===== src/rtl/mc_control.sv =====
// Multi-cycle Moore control unit for the lab CPU: sequences the shared datapath
// through fetch/decode/execute/memory/write-back and counts retired instructions.
module mc_control #(
    parameter int CNT_W = 32
) (
    input  logic             CLK,
    input  logic             RESET,
    input  logic [5:0]       Op,
    input  logic             Zero,
    output logic             PCWrite,
    output logic             PCWriteCond,
    output logic             PCEn,
    output logic             IorD,
    output logic             MemRead,
    output logic             MemWrite,
    output logic             IRWrite,
    output logic             MemtoReg,
    output logic             RegDst,
    output logic             RegWrite,
    output logic             ALUSrcA,
    output logic [1:0]       ALUSrcB,
    output logic [1:0]       ALUOp,
    output logic [1:0]       PCSource,
    output logic [3:0]       State,
    output logic             IllegalOp,
    output logic [CNT_W-1:0] InstRet
);

    localparam logic [3:0] S_FETCH  = 4'd0;
    localparam logic [3:0] S_DECODE = 4'd1;
    localparam logic [3:0] S_MEMADR = 4'd2;
    localparam logic [3:0] S_MEMRD  = 4'd3;
    localparam logic [3:0] S_MEMWB  = 4'd4;
    localparam logic [3:0] S_MEMWR  = 4'd5;
    localparam logic [3:0] S_EXEC   = 4'd6;
    localparam logic [3:0] S_RWB    = 4'd7;
    localparam logic [3:0] S_BRANCH = 4'd8;
    localparam logic [3:0] S_JUMP   = 4'd9;
    localparam logic [3:0] S_ADDIEX = 4'd10;
    localparam logic [3:0] S_ADDIWB = 4'd11;

    localparam logic [5:0] OP_RTYPE = 6'b000000;
    localparam logic [5:0] OP_LW    = 6'b100011;
    localparam logic [5:0] OP_SW    = 6'b101011;
    localparam logic [5:0] OP_BEQ   = 6'b000100;
    localparam logic [5:0] OP_J     = 6'b000010;
    localparam logic [5:0] OP_ADDI  = 6'b001000;

    logic [3:0]       state_q, state_d;
    logic [CNT_W-1:0] instret_q, instret_d;
    logic             op_legal;
    logic             retire;

    // Raw strobes before reset gating
    logic pc_write_raw, mem_read_raw, mem_write_raw, ir_write_raw, reg_write_raw;

    assign op_legal = (Op == OP_RTYPE) || (Op == OP_LW) || (Op == OP_SW) ||
                      (Op == OP_BEQ)   || (Op == OP_J)  || (Op == OP_ADDI);

    always_comb begin
        state_d = S_FETCH;
        case (state_q)
            S_FETCH:  state_d = S_DECODE;
            S_DECODE: begin
                case (Op)
                    OP_LW, OP_SW: state_d = S_MEMADR;
                    OP_RTYPE:     state_d = S_EXEC;
                    OP_BEQ:       state_d = S_BRANCH;
                    OP_J:         state_d = S_JUMP;
                    OP_ADDI:      state_d = S_ADDIEX;
                    default:      state_d = S_FETCH;
                endcase
            end
            S_MEMADR: state_d = (Op == OP_LW) ? S_MEMRD : S_MEMWR;
            S_MEMRD:  state_d = S_MEMWB;
            S_EXEC:   state_d = S_RWB;
            S_ADDIEX: state_d = S_ADDIWB;
            default:  state_d = S_FETCH;
        endcase
    end

    assign retire = (state_q == S_MEMWB)  || (state_q == S_MEMWR) ||
                    (state_q == S_RWB)    || (state_q == S_BRANCH) ||
                    (state_q == S_JUMP)   || (state_q == S_ADDIWB);

    always_comb begin
        instret_d = instret_q;
        if (retire) begin
            instret_d = instret_q + CNT_W'(1);
        end
    end

    always_ff @(posedge CLK or posedge RESET) begin
        if (RESET) begin
            state_q   <= S_FETCH;
            instret_q <= '0;
        end else begin
            state_q   <= state_d;
            instret_q <= instret_d;
        end
    end

    always_comb begin
        pc_write_raw  = 1'b0;
        PCWriteCond   = 1'b0;
        IorD          = 1'b0;
        mem_read_raw  = 1'b0;
        mem_write_raw = 1'b0;
        ir_write_raw  = 1'b0;
        MemtoReg      = 1'b0;
        RegDst        = 1'b0;
        reg_write_raw = 1'b0;
        ALUSrcA       = 1'b0;
        ALUSrcB       = 2'b00;
        ALUOp         = 2'b00;
        PCSource      = 2'b00;
        case (state_q)
            S_FETCH: begin
                mem_read_raw = 1'b1;
                ir_write_raw = 1'b1;
                ALUSrcB      = 2'b01;
                pc_write_raw = 1'b1;
            end
            S_DECODE: ALUSrcB = 2'b11;
            S_MEMADR, S_ADDIEX: begin
                ALUSrcA = 1'b1;
                ALUSrcB = 2'b10;
            end
            S_MEMRD: begin
                mem_read_raw = 1'b1;
                IorD         = 1'b1;
            end
            S_MEMWB: begin
                reg_write_raw = 1'b1;
                MemtoReg      = 1'b1;
            end
            S_MEMWR: begin
                mem_write_raw = 1'b1;
                IorD          = 1'b1;
            end
            S_EXEC: begin
                ALUSrcA = 1'b1;
                ALUOp   = 2'b10;
            end
            S_RWB: begin
                reg_write_raw = 1'b1;
                RegDst        = 1'b1;
            end
            S_BRANCH: begin
                ALUSrcA     = 1'b1;
                ALUOp       = 2'b01;
                PCWriteCond = 1'b1;
                PCSource    = 2'b01;
            end
            S_JUMP: begin
                pc_write_raw = 1'b1;
                PCSource     = 2'b10;
            end
            S_ADDIWB: reg_write_raw = 1'b1;
            default: ;
        endcase
    end

    // Strobes are held low for the whole reset pulse, not just after the next edge
    assign PCWrite   = pc_write_raw  & ~RESET;
    assign MemRead   = mem_read_raw  & ~RESET;
    assign MemWrite  = mem_write_raw & ~RESET;
    assign IRWrite   = ir_write_raw  & ~RESET;
    assign RegWrite  = reg_write_raw & ~RESET;
    assign PCEn      = (pc_write_raw | (PCWriteCond & Zero)) & ~RESET;
    assign IllegalOp = (state_q == S_DECODE) & ~op_legal & ~RESET;
    assign State     = state_q;
    assign InstRet   = instret_q;

endmodule

===== config.mk =====
export PLATFORM = sky130hd
export DESIGN_NAME = mc_control
export DESIGN_NICKNAME = d
export VERILOG_FILES = /design/src/rtl/mc_control.sv
export SDC_FILE = /design/constraint.sdc
export NUM_CORES = 1
export LEC_CHECK = 0
export ABC_CLOCK_PERIOD_IN_PS = 4400
export CORE_ASPECT_RATIO = 1.2
export CORE_MARGIN = 2
export CORE_UTILIZATION = 25
export DETAILED_ROUTE_END_ITERATION = 16
export PLACE_DENSITY = 0.57
export SKIP_CTS_REPAIR_TIMING = 1
export SYNTH_ARGS = -nofsm -noshare
export SYNTH_HDL_FRONTEND = slang
export SYNTH_SLANG_ARGS = --single-unit

===== constraint.sdc =====
create_clock -name CLK -period 4.4 [get_ports CLK]
set_input_delay 0.88 -clock CLK [delete_from_list [all_inputs] [get_ports CLK]]
set_output_delay 0.88 -clock CLK [all_outputs]
set_load 0.01 [all_outputs]

# Yosys cells after proc, flatten, opt, wreduce, memory -nomap -nowiden
# Cells that the tools add are included.
[classes]
addsub = 1
n_mux = 16
bitwise = 12
n_eq_ne = 16
reduce_logical = 19
[op_table]
columns = ["cell", "n"]
rows = [
  ["$add A32 B1 Y32 const B", 1],
  ["$pmux W4 S6", 1],
  ["$pmux W4 S5", 1],
  ["$eq A4 B3 Y1 const B", 4],
  ["$eq A4 B4 Y1 const B", 4],
  ["$eq A6 B6 Y1 const B", 2],
  ["$logic_or A1 B1 Y1", 10],
  ["$mux W1", 10],
  ["$reduce_or A2 Y1", 5],
  ["$and A1 B1 Y1", 9],
  ["$eq A4 B2 Y1 const B", 2],
  ["$pmux W2 S2", 2],
  ["$eq A6 B2 Y1 const B", 1],
  ["$eq A6 B3 Y1 const B", 1],
  ["$eq A6 B4 Y1 const B", 1],
  ["$logic_not A6 Y1", 1],
  ["$pmux W2 S3", 1],
  ["$eq A4 B1 Y1 const B", 1],
  ["$logic_not A4 Y1", 1],
  ["$reduce_or A4 Y1", 1],
  ["$mux W3", 1],
  ["$reduce_or A3 Y1", 1],
  ["$not A1 Y1", 2],
  ["$or A1 B1 Y1", 1],
]
[totals]
ff_bits = 36
output_inout_bits = 54
word_cells = 66
inputBits = 9

# Logic depth before layout (Yosys ltp)
# Gate-level depths: netlist of the first run.
[logic_depth]
ltp_word = 9
mapped_depth = 7
ltp_nobuf = 5

# Worst setup path after synthesis of the first run
# Ideal clock, no wire load.
[synth_path]
path_kind = "input to output"
start = "input RESET"
end = "output IllegalOp"
path_stages = 3
path_buffers = 0
t_arrival_ns = 2.525
path_slack_ns = 0.995
required_ns = 3.520
path_cell_list = "inv_1 > nand2_1 > a2111oi_0"
[synth_via]
elab_chain_cells = 2
[synth_rtl]
columns = ["item", "line_no", "rtl"]
rows = [
  ["from (decl)", "7", "input logic RESET,"],
  ["$not A1 Y1", "171", "assign IllegalOp = (state_q == S_DECODE) & ~op_legal & ~RESET;"],
  ["$and A1 B1 Y1", "171", ""],
  ["to (decl)", "25", "output logic IllegalOp,"],
]
# No other way between the ends.

# Worst setup path in the final report of the first run
[layout_path]
start = "input Op[3]"
end = "output IllegalOp"
[layout_via]
elab_chain_cells = 9
word_cells_on_any_way = 14
cone_classes = "5 x eq/ne; 3 x bitwise; 6 x reduce/logical"
[layout_rtl]
columns = ["item", "line_no", "rtl"]
rows = [
  ["from (decl)", "8", "input logic [5:0] Op,"],
  ["$eq A6 B6 Y1 / $logic_not A6 Y1 (equally long branches)", "57", "assign op_legal = (Op == OP_RTYPE) || (Op == OP_LW) || (Op == OP_SW) ||"],
  ["$logic_or A1 B1 Y1 (3 in series)", "57", ""],
  ["$logic_or A1 B1 Y1", "58", "(Op == OP_BEQ) || (Op == OP_J) || (Op == OP_ADDI);"],
  ["$logic_or A1 B1 Y1 *", "58", ""],
  ["$not A1 Y1 *", "171", ""],
  ["$and A1 B1 Y1 * (2 in series)", "171", ""],
]
# Mark *: on every way between the ends. The rest lies on a longest branch, timed or not.

==> results.cfg, run 1 <==
[run_status]
status = completed

[yosys]
synthFlopType = dfrtp_1
yosysWarnings = 0
synth_top_area_cell = dfrtp_1
synth-edff-count = 0
avgSynthCellArea_sq_um = 10.0
netlist_instances = 193
yosysSeqAreaShare_pct = 46.7
syn_nets = 203
synth_area_sq_mm = 0.00193
yosys-top-cells-area = dfrtp_1 47%, xnor2_1 10%, xor2_1 5.0%, nand2_1 4.3%, nor3_1 3.1%
ys_ff_latch = 36
synth_cell_types = 41
synth_top_area_share_pct = 46.7
async_reset_ff_share_pct = 100

[grt]
grtUsageTotal_pct = 11.0
grt_max_degree = 37
grt_pass1_vias = 1636
grt-ovfl-total = 0
grt_pass1_wl_um = 7540
antenna_found_initial = 0

[timing]
tns_ns = 0
finalHoldWorstSlack_ns = 0.470
setup_viol = 0
rsz0062_at_grt = false
fin_crit_ns = 3.65
period_share_pct = 82.9
worstMarginPinSlew_ns = 0.555
slew_viol_final = 0
fmax_ghz = 0.274
relSlewSlack_pct = 63.0
hold_violations = 0
worst_slack_ns = 0.753
worst_clock_skew_ns = 0.00602

[finish]
layout.cells.non_filler = 348
nNetsFinal = 265
syn_to_final_growth_pct = 41.0
fin_util_pct = 35.9
drive_gt1_share_pct = 9.38
n_antenna_cell = 0
design_area_sq_mm = 0.00272

[drt]
top_layer_used = met4
wl_um = 4410
vias = 1600
viasPerCell = 4.60
wl_met3_um = 189
drc = 0
ant_nets = 0
wirelength_met1_um = 1920
drt_pass1_iterations = 4
first_iter_violations = 55
routed-wl-met2_um = 2190
wl_per_cell_um = 12.7

[setup_path]
crit_fanout = 3
criticalPathCategory = input pin to primary output
path_cells = clkdlybuf4s50_1, xor2_1, o211ai_1, o21ai_0, a2111oi_0, clkdlybuf4s50_1
cpMostUsedCell = clkdlybuf4s50_1
crit_path_end_kind = primary output
path_buf_inv = 2
critical_path.max_stage_delay_ns = 0.62
slowest_stage = clkdlybuf4s50_1
required_ns = 3.52
critPathTopFamily = buffers and inverters
arrival_ns = 2.77
cp-start-kind = input pin

[placed_design]
dpl.hpwl_um = 3280
routabilityCongestion = 0.797
dpl.cell_count = 340
pre_cts_ws_ns = 0.771
io_buffers = 62
postPlaceCellArea_sq_mm = 0.00263

[clocking]
cts_sinks = 36
numCtsBuffers = 5
tritoncts = built
cts_root_buf = clkbuf_8
path_clk_slew_ns = 0.06
htreeDepth = 2
clock_latency_ns = 0.28
cts.path.max_buffers = 2

[floorplan]
die_w_um = 84.2
start_util_pct = 25.5
ioPinCount = 63
core_area_sq_mm = 0.00758
rows = 35
fp.dieH_um = 100
die_area_sq_mm = 0.00844

[pwr]
pwr-share-seq_pct = 47.1
internal_power_mw = 0.600
p_comb_share_pct = 25.0
finalPower_mw = 0.854
clkPwrFrac_pct = 27.9
p_sw_mw = 0.254
peakVddDrop_mv = 0.214
swShare_pct = 29.7
power.density_mw_per_mm2 = 314
leakagePower_nw = 1.14

[run]
cap_viol_max_count = 0

[min_path]
hp-class = register to register
==> power by group through the flow <==
stage	Sequential [mW]	Clock, mW	Combinational (mW)
3_3_place_gp	0.408	0	0.218
5_1_grt	0.411	0.265	0.235
2_1_floorplan	0.397	0	0.101
6_report	0.402	0.238	0.213
3_5_place_dp	0.409	0	0.216
4_1_cts	0.403	0.250	0.218
==> Yosys cell counts, types with 3 or more instances <==
library cell and n:
and2_1 4, nand2b_1 5, o21ai_0 4, xor2_1 11, and3_1 4, nor2_1 12, clkbuf_1 3, nand3_1 9
xnor2_1 22, nand3_2 3, nand2_1 22, inv_1 3, dfrtp_1 36, and4_1 4, nor3_2 3, a21oi_1 4
nand4_1 3, nor2b_1 4, nor3_1 12
==> layout by cell type, fill, tap and decap left out, types with 4 or more instances in the layout <==
cell              n
nand2b_1          5
nand3_1           9
a21oi_1           4
dfrtp_1          36
and3_1            4
xnor2_1          22
and4_1            4
o21ai_0           4
xor2_1           11
clkbuf_8          6
clkdlybuf4s50_1  62
nand2_1          22
nor2b_1           4
and2_1            4
nor3_1           12
nor2_1           12
==> registers in the layout (all words and copies together), names as in the netlist <==
| signal | flops |
|---|---|
| State | 4 |
| InstRet | 32 |
==> worst register-to-register path, cell delays in order, from the launching register on <==
cell and delay, ns:
dfrtp_1 0.67, nand2b_1 0.27, and3_2 0.27, and4_1 0.45, nand4_4 0.15, xnor2_2 0.14
==> metal layers <==
| metal | track usage [%] | vias up |
|---|---|---|
| li1 | - | 784 |
| met1 | 13.6 | 762 |
| met2 | 18.4 | 43 |
| met3 | 2.14 | 11 |
| met4 | 5.21 | 0 |
| met5 | 0 | - |
==> layout make-up <==
cell class / count / area [sq um]
clock buffer: 6 / 82.6
multi-input combinational: 146 / 975
fill: 790 / 4850
sequential: 36 / 901
timing repair buffer: 63 / 628
inverter: 3 / 11.3
clock inverter: 2 / 10.0
tap: 92 / 115
==> path summary, 6_finish.rpt <==
| path | end | slack [ns] | from | depth (start not counted) |
|---|---|---|---|---|
| worst max-delay path | IllegalOp | 0.75 | Op[3] | 6 |
| worst min-delay path | InstRet[31] | 0.47 | InstRet[31] | 1 |
| worst min register to register | InstRet[31] | 0.47 | InstRet[31] | 1 |
| min in group asynchronous | State[0] | 1.16 | RESET | 3 |
| worst max register to register | InstRet[28] | 2.34 | State[0] | 5 |
| max in group asynchronous | InstRet[25] | 2.91 | RESET | 3 |
==> kinds of logic (layout without fill, tap and decap cells) <==
group | Yosys count | in the layout | share of synthesized area (%)
AO/OA/AOI/OAI | 15 | 15 | 4.86
XOR/XNOR | 34 | 34 | 15.8
adder cells (fa/ha/maj) | 1 | 1 | 0.648
buffers and inverters | 11 | 74 | 2.85
flip-flops | 36 | 36 | 46.7
multiplexers | 1 | 1 | 0.583
AND/OR/NAND/NOR | 95 | 95 | 28.6
No activity file was read; power rests on OpenSTA's default activity.
==> run 2: changes to the inputs <==
--- a/config.mk
+++ b/config.mk
@@ -5,12 +5,12 @@
 export SDC_FILE = /design/constraint.sdc
 export NUM_CORES = 1
 export LEC_CHECK = 0
-export ABC_CLOCK_PERIOD_IN_PS = 4400
+export ABC_CLOCK_PERIOD_IN_PS = 2950
 export CORE_ASPECT_RATIO = 1.2
 export CORE_MARGIN = 2
 export CORE_UTILIZATION = 25
 export DETAILED_ROUTE_END_ITERATION = 16
-export PLACE_DENSITY = 0.57
+export PLACE_DENSITY = 0.58
 export SKIP_CTS_REPAIR_TIMING = 1
 export SYNTH_ARGS = -nofsm -noshare
 export SYNTH_HDL_FRONTEND = slang
==> constraint.sdc (replaced) <==
create_clock -name CLK -period 2.95 [get_ports CLK]
set_input_delay 0.59 -clock CLK [delete_from_list [all_inputs] [get_ports CLK]]
set_output_delay 0.59 -clock CLK [all_outputs]
set_load 0.01 [all_outputs]
==> run 2 against run 1 <==
Effect of this change:
- cell count grew 2.0%
- worst hold slack better by 0.0051 ns
- clock power is 50% higher
- global-route usage is 0.29 points higher
- sequential power grew 44%
==> results.cfg, run 2 (same netlist as run 1, synthesis figures left out) <==
[floorplan]
ioPinCount = 63
start_util_pct = 25.5
fp.dieH_um = 100
die_area_sq_mm = 0.00844
die_w_um = 84.2
rows = 35
core_area_sq_mm = 0.00758

[setup_path]
reg2reg_slack_ns = 0.91
criticalPathCategory = input pin to primary output
cpMostUsedCell = clkdlybuf4s50_1
critical_path.max_stage_delay_ns = 0.58
path_cells = clkdlybuf4s50_1, or3_1, a211oi_1, clkdlybuf4s50_1
reg2reg_from = State[2]
critPathTopFamily = buffers and inverters
slowest_stage = clkdlybuf4s50_1
rr_worst_depth = 6
crit_fanout = 4
startpoint = RESET
path_buf_inv = 2
required_ns = 2.36
cp-start-kind = input pin
r2r_end = InstRet[28]
cp_num_cells = 4
arrival_ns = 2.17
crit_path_end_kind = primary output

[timing]
worstMarginPinSlew_ns = 0.460
fmax_ghz = 0.362
slew_viol_final = 0
worst_clock_skew_ns = 0.00687
tns_ns = 0
setup_viol = 0
relSlewSlack_pct = 69.3
fin_crit_ns = 2.76
period_share_pct = 93.7
rsz0062_at_grt = false
worst_slack_ns = 0.187
hold_violations = 0

[pwr]
p_comb_share_pct = 28.1
leakagePower_nw = 1.19
p_sw_mw = 0.390
internal_power_mw = 0.912
clkPwrFrac_pct = 27.5
pwr-share-seq_pct = 44.3
peakVddDrop_mv = 0.227
power.density_mw_per_mm2 = 467
swShare_pct = 29.9

[clocking]
clock_latency_ns = 0.29
path_clk_slew_ns = 0.07
cts.path.max_buffers = 2
numCtsBuffers = 5
tritoncts = built
cts_root_buf = clkbuf_8
htreeDepth = 2
cts_sinks = 36

[finish]
most-common-layout-cells = 61 x clkdlybuf4s50_1, 36 x dfrtp_1, 22 x nand2_1, 22 x xnor2_1
mostFrequentLayoutCell = clkdlybuf4s50_1
syn_to_final_growth_pct = 44.2
n_antenna_cell = 0
fin_util_pct = 36.7
largest_register_ff_count = 32
drive_gt1_share_pct = 12.2
fillers = 769
nNetsFinal = 272

[grt]
antenna_found_initial = 0
grtUsageTotal_pct = 11.3
grt_pass1_wl_um = 7650
grt_pass1_vias = 1629
grt_max_degree = 37
grt-ovfl-total = 0

[min_path]
hp-start = InstRet[31]
min_to = InstRet[31]
hold_depth = 1
hp-class = register to register

[drt]
drc = 0
first_iter_violations = 74
viasPerCell = 4.55
vias = 1614
wl_per_cell_um = 12.8
wl_um = 4550
ant_nets = 0
drt_pass1_iterations = 4

[run]
cap_viol_max_count = 0

[placed_design]
pre_cts_ws_ns = -0.0792
routabilityCongestion = 0.769
io_buffers = 62
dpl.hpwl_um = 3430

[run_status]
status = completed
-- run 2: cell types whose count changed in the layout (fill, tap and decap cells not counted) --
cell	change
a2111oi_2	+1
clkdlybuf4s50_1	-1
dlymetal6s2s_1	+1
a2111oi_0	-1
buf_4	+7
-- run 2: power groups by stage --
| stage | clock, mW | combinational, mW | sequential, mW |
|---|---|---|---|
| 2_1_floorplan | 0 | 0.151 | 0.592 |
| 3_3_place_gp | 0 | 0.367 | 0.585 |
| 3_5_place_dp | 0 | 0.366 | 0.588 |
| 4_1_cts | 0.375 | 0.369 | 0.579 |
| 5_1_grt | 0.395 | 0.403 | 0.588 |
| 6_report | 0.358 | 0.366 | 0.577 |
-- run 2: worst max path at each step --
stage	to	slack [ns]
finish	PCEn	0.19
global route	PCEn	0.06
CTS	IllegalOp	-0.11
detailed placement	IllegalOp	-0.08
global placement	IllegalOp	-0.06
floorplan	IllegalOp	0.13
-- run 2: area by class of cell --
class                   count  area [sq um]  area share [%]
multi-input cells         146           981            35.2
flip-flops and latches     36           901            32.4
repair buffers             70           683            24.5
well taps                  92           115            4.13
clock buffers               6          82.6            2.97
inverters                   3          11.3           0.404
clock inverters             2          10.0           0.360
-- run 2: layer usage --
metal	global-route usage (%)	routed length (um)	up-vias
met1	14.2	2050	770
met2	18.4	2200	36
met5	0	0	-
met4	3.35	52	0
li1	-	-	802
met3	3.87	251	6
-- run 2: metrics by stage --
| step | hold slack (ns) | instances | power (mW) | cell area [sq um] |
|---|---|---|---|---|
| final | 0.475 | 355 | 1.30 | 2780 |
| after global routing | 0.519 | 355 | 1.39 | 2780 |
| after CTS | 0.475 | 355 | 1.32 | 2780 |
| after detailed placement | 0.465 | 347 | 0.955 | 2680 |
| after global placement | 0.462 | 347 | 0.952 | 2680 |
| after floorplan | 0.507 | 193 | 0.743 | 1930 |
==> run 3: changes to the inputs <==
--- a/config.mk
+++ b/config.mk
@@ -5,12 +5,12 @@
 export SDC_FILE = /design/constraint.sdc
 export NUM_CORES = 1
 export LEC_CHECK = 0
-export ABC_CLOCK_PERIOD_IN_PS = 2950
+export ABC_AREA = 1
 export CORE_ASPECT_RATIO = 1.2
 export CORE_MARGIN = 2
 export CORE_UTILIZATION = 25
 export DETAILED_ROUTE_END_ITERATION = 16
-export PLACE_DENSITY = 0.58
+export PLACE_DENSITY = 0.55
 export SKIP_CTS_REPAIR_TIMING = 1
 export SYNTH_ARGS = -nofsm -noshare
 export SYNTH_HDL_FRONTEND = slang
==> constraint.sdc (replaced) <==
create_clock -name CLK -period 2.9 [get_ports CLK]
set_input_delay 0.58 -clock CLK [delete_from_list [all_inputs] [get_ports CLK]]
set_output_delay 0.58 -clock CLK [all_outputs]
set_load 0.01 [all_outputs]
==> run 3 against run 2 <==
Effect of this change:
- worst hold slack improved by 0.038 ns
- clock-buffer cell count shrank 1
- largest cell class unchanged
- area after synthesis rose by 19%
- largest power group unchanged
- highest routed layer unchanged
==> results.cfg, run 3 <==
[finish]
mostFrequentLayoutCell = nand2_1
drive_gt1_share_pct = 7.50
layout.cells.non_filler = 520
most-common-layout-cells = 107 x nand2_1, 62 x clkdlybuf4s50_1, 57 x nor2_1
fillers = 938
seqCellArea_sq_um = 901
design_area_sq_mm = 0.00320
largest_register_ff_count = 32
n_antenna_cell = 0
nNetsFinal = 409
multi_input_area_sq_mm = 0.00125
syn_to_final_growth_pct = 39.0

[yosys]
avgSynthCellArea_sq_um = 7.02
yosys-top-cells-area = dfrtp_1 39%, nand2_1 17%, nor2_1 9.3%, inv_1 6.0%, nand3_1 5.0%
synthFlopType = dfrtp_1
yosysMostFrequentCell = nand2_1
ys_ff_latch = 36
syn_nets = 338
ys_top_cells_by_count = 107 x nand2_1, 57 x nor2_1, 37 x inv_1
synth_top_area_share_pct = 39.1
synth-edff-count = 0
synth_area_sq_mm = 0.00230
synth_cell_types = 28
synth_top_area_cell = dfrtp_1
yosysWarnings = 0
yosysSeqAreaShare_pct = 39.1
netlist_instances = 328
async_reset_ff_share_pct = 100

[placed_design]
dpl.hpwl_um = 4910
io_buffers = 62
postPlaceCellArea_sq_mm = 0.00309
routabilityCongestion = 0.840
pre_cts_ws_ns = 0.118
dpl.cell_count = 512

[drt]
viasPerCell = 4.39
drt_pass1_iterations = 4
vias = 2283
wl_per_cell_um = 12.0
ant_nets = 0
drc = 0
wl_um = 6260
first_iter_violations = 99

[setup_path]
cp-start-kind = input pin
arrival_ns = 2.22
startpoint = Op[2]
rr_worst_depth = 8
cpMostUsedCell = clkdlybuf4s50_1
criticalPathCategory = input pin to primary output
r2r_end = InstRet[24]
reg2reg_slack_ns = 1.28
cp-endpoint = IllegalOp
required_ns = 2.32
crit_path_end_kind = primary output
crit_fanout = 4
slowest_stage = clkdlybuf4s50_1
critical_path.max_stage_delay_ns = 0.57
path_cells = clkdlybuf4s50_1, nor2_1, nand3b_1, nand2_1, nor3_1, clkdlybuf4s50_1
reg2reg_from = InstRet[1]

[pwr]
peakVddDrop_mv = 0.164
leakagePower_nw = 1.35
finalPower_mw = 1.40
power.density_mw_per_mm2 = 438

[clocking]
path_clk_slew_ns = 0.07
numCtsBuffers = 5
cts_root_buf = clkbuf_8
htreeDepth = 2
tritoncts = built
cts_sinks = 36
clock_latency_ns = 0.29
cts.path.max_buffers = 2

[grt]
grtUsageTotal_pct = 13.0
use_met3_pct = 2.63
antenna_found_initial = 0
grt-ovfl-total = 0
grt_pass1_vias = 2165
use_met2_pct = 21.7
grt_max_degree = 37
grt_use_met1_pct = 16.7
grt_busiest_layer = met2
grt_pass1_wl_um = 10400

[min_path]
hold_depth = 2
hp-class = register to register

[floorplan]
core_area_sq_mm = 0.00899
die_area_sq_mm = 0.0100
start_util_pct = 25.6
die_w_um = 91.6
rows = 38
ioPinCount = 63
fp.dieH_um = 109

[timing]
worst_clock_skew_ns = 0.00636
hold_violations = 0
slew_viol_final = 0
fin_crit_ns = 2.80
rsz0062_at_grt = false
worst_slack_ns = 0.103
setup_viol = 0
relSlewSlack_pct = 68.8
fmax_ghz = 0.357
tns_ns = 0
period_share_pct = 96.5
worstMarginPinSlew_ns = 0.468

[run]
cap_viol_max_count = 0

[run_status]
status = completed
[run 3: cell count changes in the layout (fill, tap and decap cells not counted), moves of 5 or more]
cell / change
xnor2_1: -12
nand2_1: +85
nor3_1: -8
nor2_1: +45
buf_4: -5
nand2b_1: -5
nand3_1: +14
nand4_1: +6
nor2_2: +5
inv_1: +34
xor2_1: -5
[run 3: routing by layer]
layer,up-vias,part of all wire [%]
met3,10,4.2
li1,1172,-
met1,1049,46
met4,0,2.0
met5,-,0
met2,52,47
[run 3: kinds of logic after synthesis]
logic type               after synthesis  synth area share [%]
flip-flops                            36                  39.1
adder cells (fa/ha/maj)                1                 0.543
buffers and inverters                 40                  6.68
AND/OR/NAND/NOR                      220                  43.9
AO/OA/AOI/OAI                         15                  3.64
XOR/XNOR                              16                  6.09
[run 3: metrics by stage]
stage | hold WS (ns) | utilization, %
3_5_place_dp | 0.504 | 34.4
6_report | 0.513 | 35.6
2_1_floorplan | 0.529 | -
3_3_place_gp | 0.500 | 34.4
5_1_grt | 0.553 | 35.6
4_1_cts | 0.524 | 35.6
[run 3: how the worst min path moves through the flow]
stage	from	end	slack [ns]
after floorplan	InstRet[31]	InstRet[31]	0.53
after global placement	InstRet[31]	InstRet[31]	0.50
after detailed placement	InstRet[31]	InstRet[31]	0.50
after CTS	InstRet[31]	InstRet[31]	0.52
after global routing	InstRet[31]	InstRet[31]	0.55
final	InstRet[31]	InstRet[31]	0.51
[run 3: power breakdown]
| group | internal, mW | leakage [nW] | total, mW | switching [mW] |
|---|---|---|---|---|
| combinational | 0.181 | 0.801 | 0.374 | 0.193 |
| sequential | 0.533 | 0.496 | 0.579 | 0.0453 |
| clock | 0.255 | 0.0541 | 0.448 | 0.194 |
| total | 0.969 | 1.35 | 1.40 | 0.432 |
[run 3: cell type report]
cell class,count,area share (%)
Clock buffer,5,2.15
Clock inverter,3,1.33
Inverter,39,4.58
Multi-Input combinational cell,252,39.0
Sequential cell,36,28.2
Tap cell,120,4.69
Timing Repair Buffer,65,20.1
[run 3: worst max-delay path: cells and delay by family]
kind	cells	cell delay (ns)
buffers and inverters	2	1.01
and+or+nand+nor	4	0.62
